**src/rtl/adc_pkg.sv**
```systemverilog
// Shared constants and state type for the serial ADC front-end.
package adc_pkg;

    localparam int unsigned LEAD_BITS  = 4;
    localparam int unsigned DATA_BITS  = 12;
    localparam int unsigned FRAME_BITS = LEAD_BITS + DATA_BITS;
    // Bit counter must hold 0..FRAME_BITS inclusive.
    localparam int unsigned CNT_W      = 5;

    typedef enum logic [1:0] {
        IDLE,
        SHIFT,
        DONE,
        WAIT
    } adc_state_e;

endpackage

```
**src/rtl/prueba_adc_if.sv**
```systemverilog
// Pin-level bundle between the ADC front-end (master) and the ADC/consumer side (slave).
interface prueba_adc_if;

    logic                           data_ADC;
    logic                           start;
    logic                           done;
    logic                           CS;
    logic                           Clock_Muestreo;
    logic [adc_pkg::LEAD_BITS-1:0]  data_basura;
    logic [adc_pkg::DATA_BITS-1:0]  Dato;

    modport master (
        input  data_ADC,
        input  start,
        output done,
        output CS,
        output Clock_Muestreo,
        output data_basura,
        output Dato
    );

    modport slave (
        output data_ADC,
        output start,
        input  done,
        input  CS,
        input  Clock_Muestreo,
        input  data_basura,
        input  Dato
    );

endinterface

```
**src/rtl/adc_sclk_div.sv**
```systemverilog
// Free-running divider that generates the ADC serial clock plus single-cycle
// enables flagging the system cycle at whose end the serial clock toggles.
module adc_sclk_div #(
    parameter int unsigned HALF_PERIOD = 5
) (
    input  logic Clock_Nexys,
    input  logic reset_Clck,
    output logic Clock_Muestreo,
    output logic sclk_rise,
    output logic sclk_fall
);

    localparam int unsigned   CW   = (HALF_PERIOD > 1) ? $clog2(HALF_PERIOD) : 1;
    localparam logic [CW-1:0] LAST = CW'(HALF_PERIOD - 1);

    logic [CW-1:0] cnt_q;
    logic          wrap;

    assign wrap      = (cnt_q == LAST);
    assign sclk_rise = wrap & ~Clock_Muestreo;
    assign sclk_fall = wrap & Clock_Muestreo;

    // Count HALF_PERIOD system cycles per half period, then toggle the serial clock.
    always_ff @(posedge Clock_Nexys or negedge reset_Clck) begin
        if (!reset_Clck) begin
            cnt_q          <= '0;
            Clock_Muestreo <= 1'b0;
        end else if (wrap) begin
            cnt_q          <= '0;
            Clock_Muestreo <= ~Clock_Muestreo;
        end else begin
            cnt_q          <= cnt_q + CW'(1);
        end
    end

endmodule

```
**src/rtl/prueba_adc.sv**
```systemverilog
// Serial front-end for a 12-bit SPI-style ADC: frames 16 SCLK cycles with CS,
// shifts in 4 leading bits plus 12 data bits MSB first, then publishes the sample.
module prueba_adc
    import adc_pkg::*;
#(
    parameter int unsigned HALF_PERIOD = 5
) (
    input  logic         Clock_Nexys,
    input  logic         Reset,
    input  logic         reset_Clck,
    prueba_adc_if.master adc
);

    localparam logic [CNT_W-1:0] LAST_BIT = CNT_W'(FRAME_BITS - 1);

    logic sclk;
    logic sclk_rise;
    logic sclk_fall;

    adc_sclk_div #(
        .HALF_PERIOD (HALF_PERIOD)
    ) u_sclk_div (
        .Clock_Nexys    (Clock_Nexys),
        .reset_Clck     (reset_Clck),
        .Clock_Muestreo (sclk),
        .sclk_rise      (sclk_rise),
        .sclk_fall      (sclk_fall)
    );

    adc_state_e              state_q;
    logic [CNT_W-1:0]        bit_cnt_q;
    logic [FRAME_BITS-1:0]   sr_q;
    logic                    cs_q;
    logic                    done_q;
    logic [LEAD_BITS-1:0]    basura_q;
    logic [DATA_BITS-1:0]    dato_q;

    // Conversion FSM: frame alignment, bit capture and registered outputs.
    always_ff @(posedge Clock_Nexys or negedge Reset) begin
        if (!Reset) begin
            state_q   <= IDLE;
            bit_cnt_q <= '0;
            sr_q      <= '0;
            cs_q      <= 1'b1;
            done_q    <= 1'b0;
            basura_q  <= '0;
            dato_q    <= '0;
        end else begin
            done_q <= 1'b0;
            unique case (state_q)
                IDLE: begin
                    // Drop CS only while SCLK is low and not about to rise.
                    if (adc.start && !sclk && !sclk_rise) begin
                        cs_q      <= 1'b0;
                        bit_cnt_q <= '0;
                        state_q   <= SHIFT;
                    end
                end
                SHIFT: begin
                    if (sclk_rise) begin
                        sr_q      <= {sr_q[FRAME_BITS-2:0], adc.data_ADC};
                        bit_cnt_q <= bit_cnt_q + CNT_W'(1);
                        if (bit_cnt_q == LAST_BIT) begin
                            state_q <= DONE;
                        end
                    end
                end
                DONE: begin
                    if (sclk_fall) begin
                        cs_q     <= 1'b1;
                        basura_q <= sr_q[FRAME_BITS-1:DATA_BITS];
                        dato_q   <= sr_q[DATA_BITS-1:0];
                        done_q   <= 1'b1;
                        state_q  <= WAIT;
                    end
                end
                WAIT: begin
                    // Quiet time: CS stays high from one SCLK fall to the next.
                    if (sclk_fall) begin
                        state_q <= IDLE;
                    end
                end
                default: state_q <= IDLE;
            endcase
        end
    end

    assign adc.Clock_Muestreo = sclk;
    assign adc.CS             = cs_q;
    assign adc.done           = done_q;
    assign adc.data_basura    = basura_q;
    assign adc.Dato           = dato_q;

endmodule

```
**src/flat_wrapper.sv**
```systemverilog
// flat-port wrapper written by rule: the top's interface ports become plain ports
module prueba_adc_flat import adc_pkg::*;
#(
    parameter int unsigned HALF_PERIOD = 5
)
  (Clock_Nexys, Reset, reset_Clck, adc_data_ADC, adc_start, adc_done, adc_CS, adc_Clock_Muestreo, adc_data_basura, adc_Dato);
  prueba_adc_if adc_i ();
  input  logic Clock_Nexys;
  input  logic Reset;
  input  logic reset_Clck;
  input wire logic [$bits(adc_i.data_ADC)-1:0] adc_data_ADC;
  input wire logic [$bits(adc_i.start)-1:0] adc_start;
  output wire logic [$bits(adc_i.done)-1:0] adc_done;
  output wire logic [$bits(adc_i.CS)-1:0] adc_CS;
  output wire logic [$bits(adc_i.Clock_Muestreo)-1:0] adc_Clock_Muestreo;
  output wire logic [$bits(adc_i.data_basura)-1:0] adc_data_basura;
  output wire logic [$bits(adc_i.Dato)-1:0] adc_Dato;
  assign adc_i.data_ADC = adc_data_ADC;
  assign adc_i.start = adc_start;
  assign adc_done = adc_i.done;
  assign adc_CS = adc_i.CS;
  assign adc_Clock_Muestreo = adc_i.Clock_Muestreo;
  assign adc_data_basura = adc_i.data_basura;
  assign adc_Dato = adc_i.Dato;
  prueba_adc #(.HALF_PERIOD(HALF_PERIOD)) u_core (.Clock_Nexys(Clock_Nexys), .Reset(Reset), .reset_Clck(reset_Clck), .adc(adc_i));
endmodule
```
**config.mk**
```make
export PLATFORM = sky130hd
export DESIGN_NAME = prueba_adc_flat
export DESIGN_NICKNAME = d
export VERILOG_FILES = /design/src/rtl/adc_pkg.sv /design/src/rtl/prueba_adc_if.sv /design/src/rtl/adc_sclk_div.sv /design/src/rtl/prueba_adc.sv /design/src/flat_wrapper.sv
export SDC_FILE = /design/constraint.sdc
export NUM_CORES = 1
export LEC_CHECK = 0
export BUFFER_PORTS_ARGS = -buffer_cell sky130_fd_sc_hd__buf_2
export CAP_MARGIN = 40
export CELL_PAD_IN_SITES_DETAIL_PLACEMENT = 0
export CELL_PAD_IN_SITES_GLOBAL_PLACEMENT = 1
export CORE_MARGIN = 2
export CORE_UTILIZATION = 42
export DETAILED_ROUTE_END_ITERATION = 16
export GPL_TIMING_DRIVEN = 0
export PLACE_DENSITY = 0.77
export SLEW_MARGIN = 20
export SYNTH_ARGS = -nofsm -noshare
export SYNTH_HDL_FRONTEND = slang
export SYNTH_HIERARCHICAL = 1
export SYNTH_SLANG_ARGS = --single-unit
```
**constraint.sdc**
```tcl
create_clock -name Clock_Nexys -period 2.1 [get_ports Clock_Nexys]
set_input_delay 0 -clock Clock_Nexys [delete_from_list [all_inputs] [get_ports Clock_Nexys]]
set_output_delay 0 -clock Clock_Nexys [all_outputs]
set_load 0.05 [all_outputs]
```
==> results.txt <==
# rows = 24
Max Freq = 507 MHz
worst path arrival time = 2.15 ns
Routed Antenna Nets = 0
Startpoint Class = register
initial antenna violation count = 0
Mapped Avg Cell Area = 13.9 um2
Die Wd = 71.5 um
ANT cells = 0
fin crit period = 1.97 ns
GRT Residual Overflow = 0
Worst Path Max Fanout = 5
synth warn = 6
worst setup path start = u_core/u_sclk_div/cnt_q[0]$_DFF_PN0_
cell accounting for the most synthesized area = dfrtp_1
CTS Root Buffer Type = clkbuf_8
Max-Cap Viols = 0
Tightest Pin Transition = 0.451 ns
pwr dens = 997 nW/um2
Routed WL = 3360 um
switching power as a share of total power = 0.298
drt drc = 0
floorplan core area = 4380 um2
Post-Syn Instances = 138
setup TNS = 0 ns
Skew-Pair Late Insertion Delay = 0.29 ns
P_sw = 675 uW
Final period util = 0.939
PortBufs = 23
Starting Density = 0.436
Synth area leaders = dfrtp_1, mux2_2, ha_1, a21oi_1, dfstp_2
R2R Path Start = u_core/u_sclk_div/cnt_q[0]$_DFF_PN0_
Slew HR = 0.699
Starting DRT DRC Count = 40
slowest CP cell = dfrtp_1
Critical Path RT = 2.27 ns
Hold Path Class = in2async
layout cell share with drive strength beyond 1 = 0.428
Distinct cells, synth = 27
Clk pwr share = 0.291
Flop pwr share = 0.446
Worst Path Buf+Inv = 1
Ports = 24
P_int = 1590 uW
status = finished clean
Slowest Stage Delay on Critical Path = 0.39 ns
die height = 71.5 um
RePlAce Congestion = 0.744
WS Path Type = reg2reg
asr flop ratio synth = 1.00
Post-synth EDFFs = 0
synthesis-to-layout area growth = 19.0%
DRT Pass-1 Iters = 2
top cell type's share of synthesized area = 0.576
Mapped Area = 1910 um2
post-route setup slack = 0.128 ns
largest net degree at the start of global routing = 26
post-CTS setup buffers = 0
ys flop type = dfrtp_1
CTS max path bufs = 2
CTS tree = yes
peak supply drop = 0.512 mV
crit-path cells = inv_1 > ha_2 > nand2_2 > nor2_1 > or3b_1 > a221oi_2 > mux2_1
H-Tree Depth = 2
Post-synth top cells = dfrtp_1, mux2_2, a21oi_1, ha_1, inv_1
Reg clk slew, reported paths = 0.08 ns
Worst R2R Setup Slack = 0.13 ns
max-slew violations = 0
crit path capture type = register
Vias per Instance = 5.22
post-DP HPWL = 2410 um
die area = 5110 um2
sequential share of the synthesized area = 0.589
Max Clock Skew = 0.00424 ns
clock sink total = 45
Nets = 185
Top delay family on crit path = simple AND/OR/NAND/NOR gates
Via Count = 1,174
mean routed wirelength per cell = 14.9 um
first-pass GRT wire length = 5760 um
post-synthesis net count = 151
dpl ws = 0.0299 ns
unrepaired setup endpoints after global routing = true
number of global-route vias before repair = 1,235
total CTS buffers = 5
Total GRT Usage = 0.147
Leakage = 0.00119 uW
Final Hold Vio Count = 0
Comb power frac = 0.263
Yosys reg bits = 45
count leader, synth = dfrtp_1
setup violators final = 0
-- layer usage --
metal,part of all wire,GRT usage
met1,0.44,0.183
met2,0.49,0.234
met3,0.043,0.0506
met4,0.021,0.0650
met5,0,0
-- area by class of cell --
cell class                 instances  area (um2)
buffer                             4        21.3
clock buffer                       7        86.3
clock inverter                     1        30.0
fill                             383        2110
inverter                           7        26.3
multi-input combinational         82         747
sequential                        45        1130
tap                               52        65.1
timing repair buffer              27         173
-- state kept, by name, summed over array words and instances (netlist names) --
register / flops
u_core/adc.CS: 1
u_core/adc.Dato: 12
u_core/sr_q: 16
u_core/adc.data_basura: 4
u_core/state_q: 2
u_core/adc.done: 1
u_core/u_sclk_div/Clock_Muestreo: 1
u_core/bit_cnt_q: 5
u_core/u_sclk_div/cnt_q: 3
-- worst paths after layout --
check,depth (start not counted),end
setup / recovery,7,u_core/state_q[1]$_DFFE_PN0P_
hold / removal,2,u_core/u_sclk_div/cnt_q[1]$_DFF_PN0_
setup reg to reg,7,u_core/state_q[1]$_DFFE_PN0P_
hold reg to reg,1,u_core/u_sclk_div/cnt_q[0]$_DFF_PN0_
max in group asynchronous,3,u_core/adc.CS$_DFFE_PN1P_
min in group Clock_Nexys,4,u_core/state_q[0]$_DFFE_PN0P_
-- placed cells by master (no fill, tap or decap) --
master / n
a21boi_0: 1
mux2i_1: 1
inv_1: 7
dfstp_2: 1
mux2_1: 1
clkbuf_4: 1
nand2_1: 4
nor3_1: 3
a21o_1: 1
nor2_1: 5
clkbuf_8: 6
ha_2: 1
buf_16: 1
nand2_2: 1
and3_2: 1
nor2b_1: 1
clkbuf_2: 1
mux2_4: 1
a21oi_1: 9
and3_1: 3
and4_1: 2
xnor2_1: 1
or3b_1: 1
mux2_2: 32
o32a_1: 1
buf_2: 24
dlygate4sd3_1: 3
o21ba_2: 2
bufinv_16: 1
ha_1: 7
dfrtp_1: 44
nand4bb_1: 1
a311oi_1: 1
clkbuf_1: 2
a221oi_2: 1
-- what timing repair did --
action                     CTS  global route
resized for setup            0             5
hold buffers                 3             0
setup endpoints to repair    0            20
hold endpoints to repair    45             0
-- power groups by stage --
| stage | Combinational, uW | Sequential [uW] | Clock (uW) |
|---|---|---|---|
| floorplan | 359 | 1110 | 0 |
| global placement | 548 | 1020 | 0 |
| detailed placement | 589 | 1030 | 0 |
| CTS | 597 | 1010 | 681 |
| global route | 643 | 1020 | 724 |
| finish | 597 | 1010 | 660 |
-- metrics by stage --
step	power [uW]	instance area [um2]	util	cells	hold slack, ns
CTS	2290	2270	0.517	225	0.0389
global route	2390	2280	0.519	225	0.0340
detailed placement	1620	2120	0.484	214	-0.193
finish	2270	2280	0.519	225	0.0443
global placement	1570	2090	0.477	213	-0.197
floorplan	1470	1910	-	138	-0.296
-- worst register-to-register path, stage by stage (launching register included) --
cell	delay (ns)
dfrtp_1	0.39
inv_1	0.06
ha_2	0.20
nand2_2	0.09
nor2_1	0.08
or3b_1	0.39
a221oi_2	0.30
mux2_1	0.35
-- logic make-up after synthesis --
family	share of synthesized area
multiplexers	0.207
flip-flops	0.589
AND/OR/NAND/NOR	0.0641
XOR/XNOR	0.00458
AO/OA/AOI/OAI	0.0595
adder cells (fa/ha/maj)	0.0523
buffers and inverters	0.0229
Note: power is estimated with default switching activity, not from simulation.
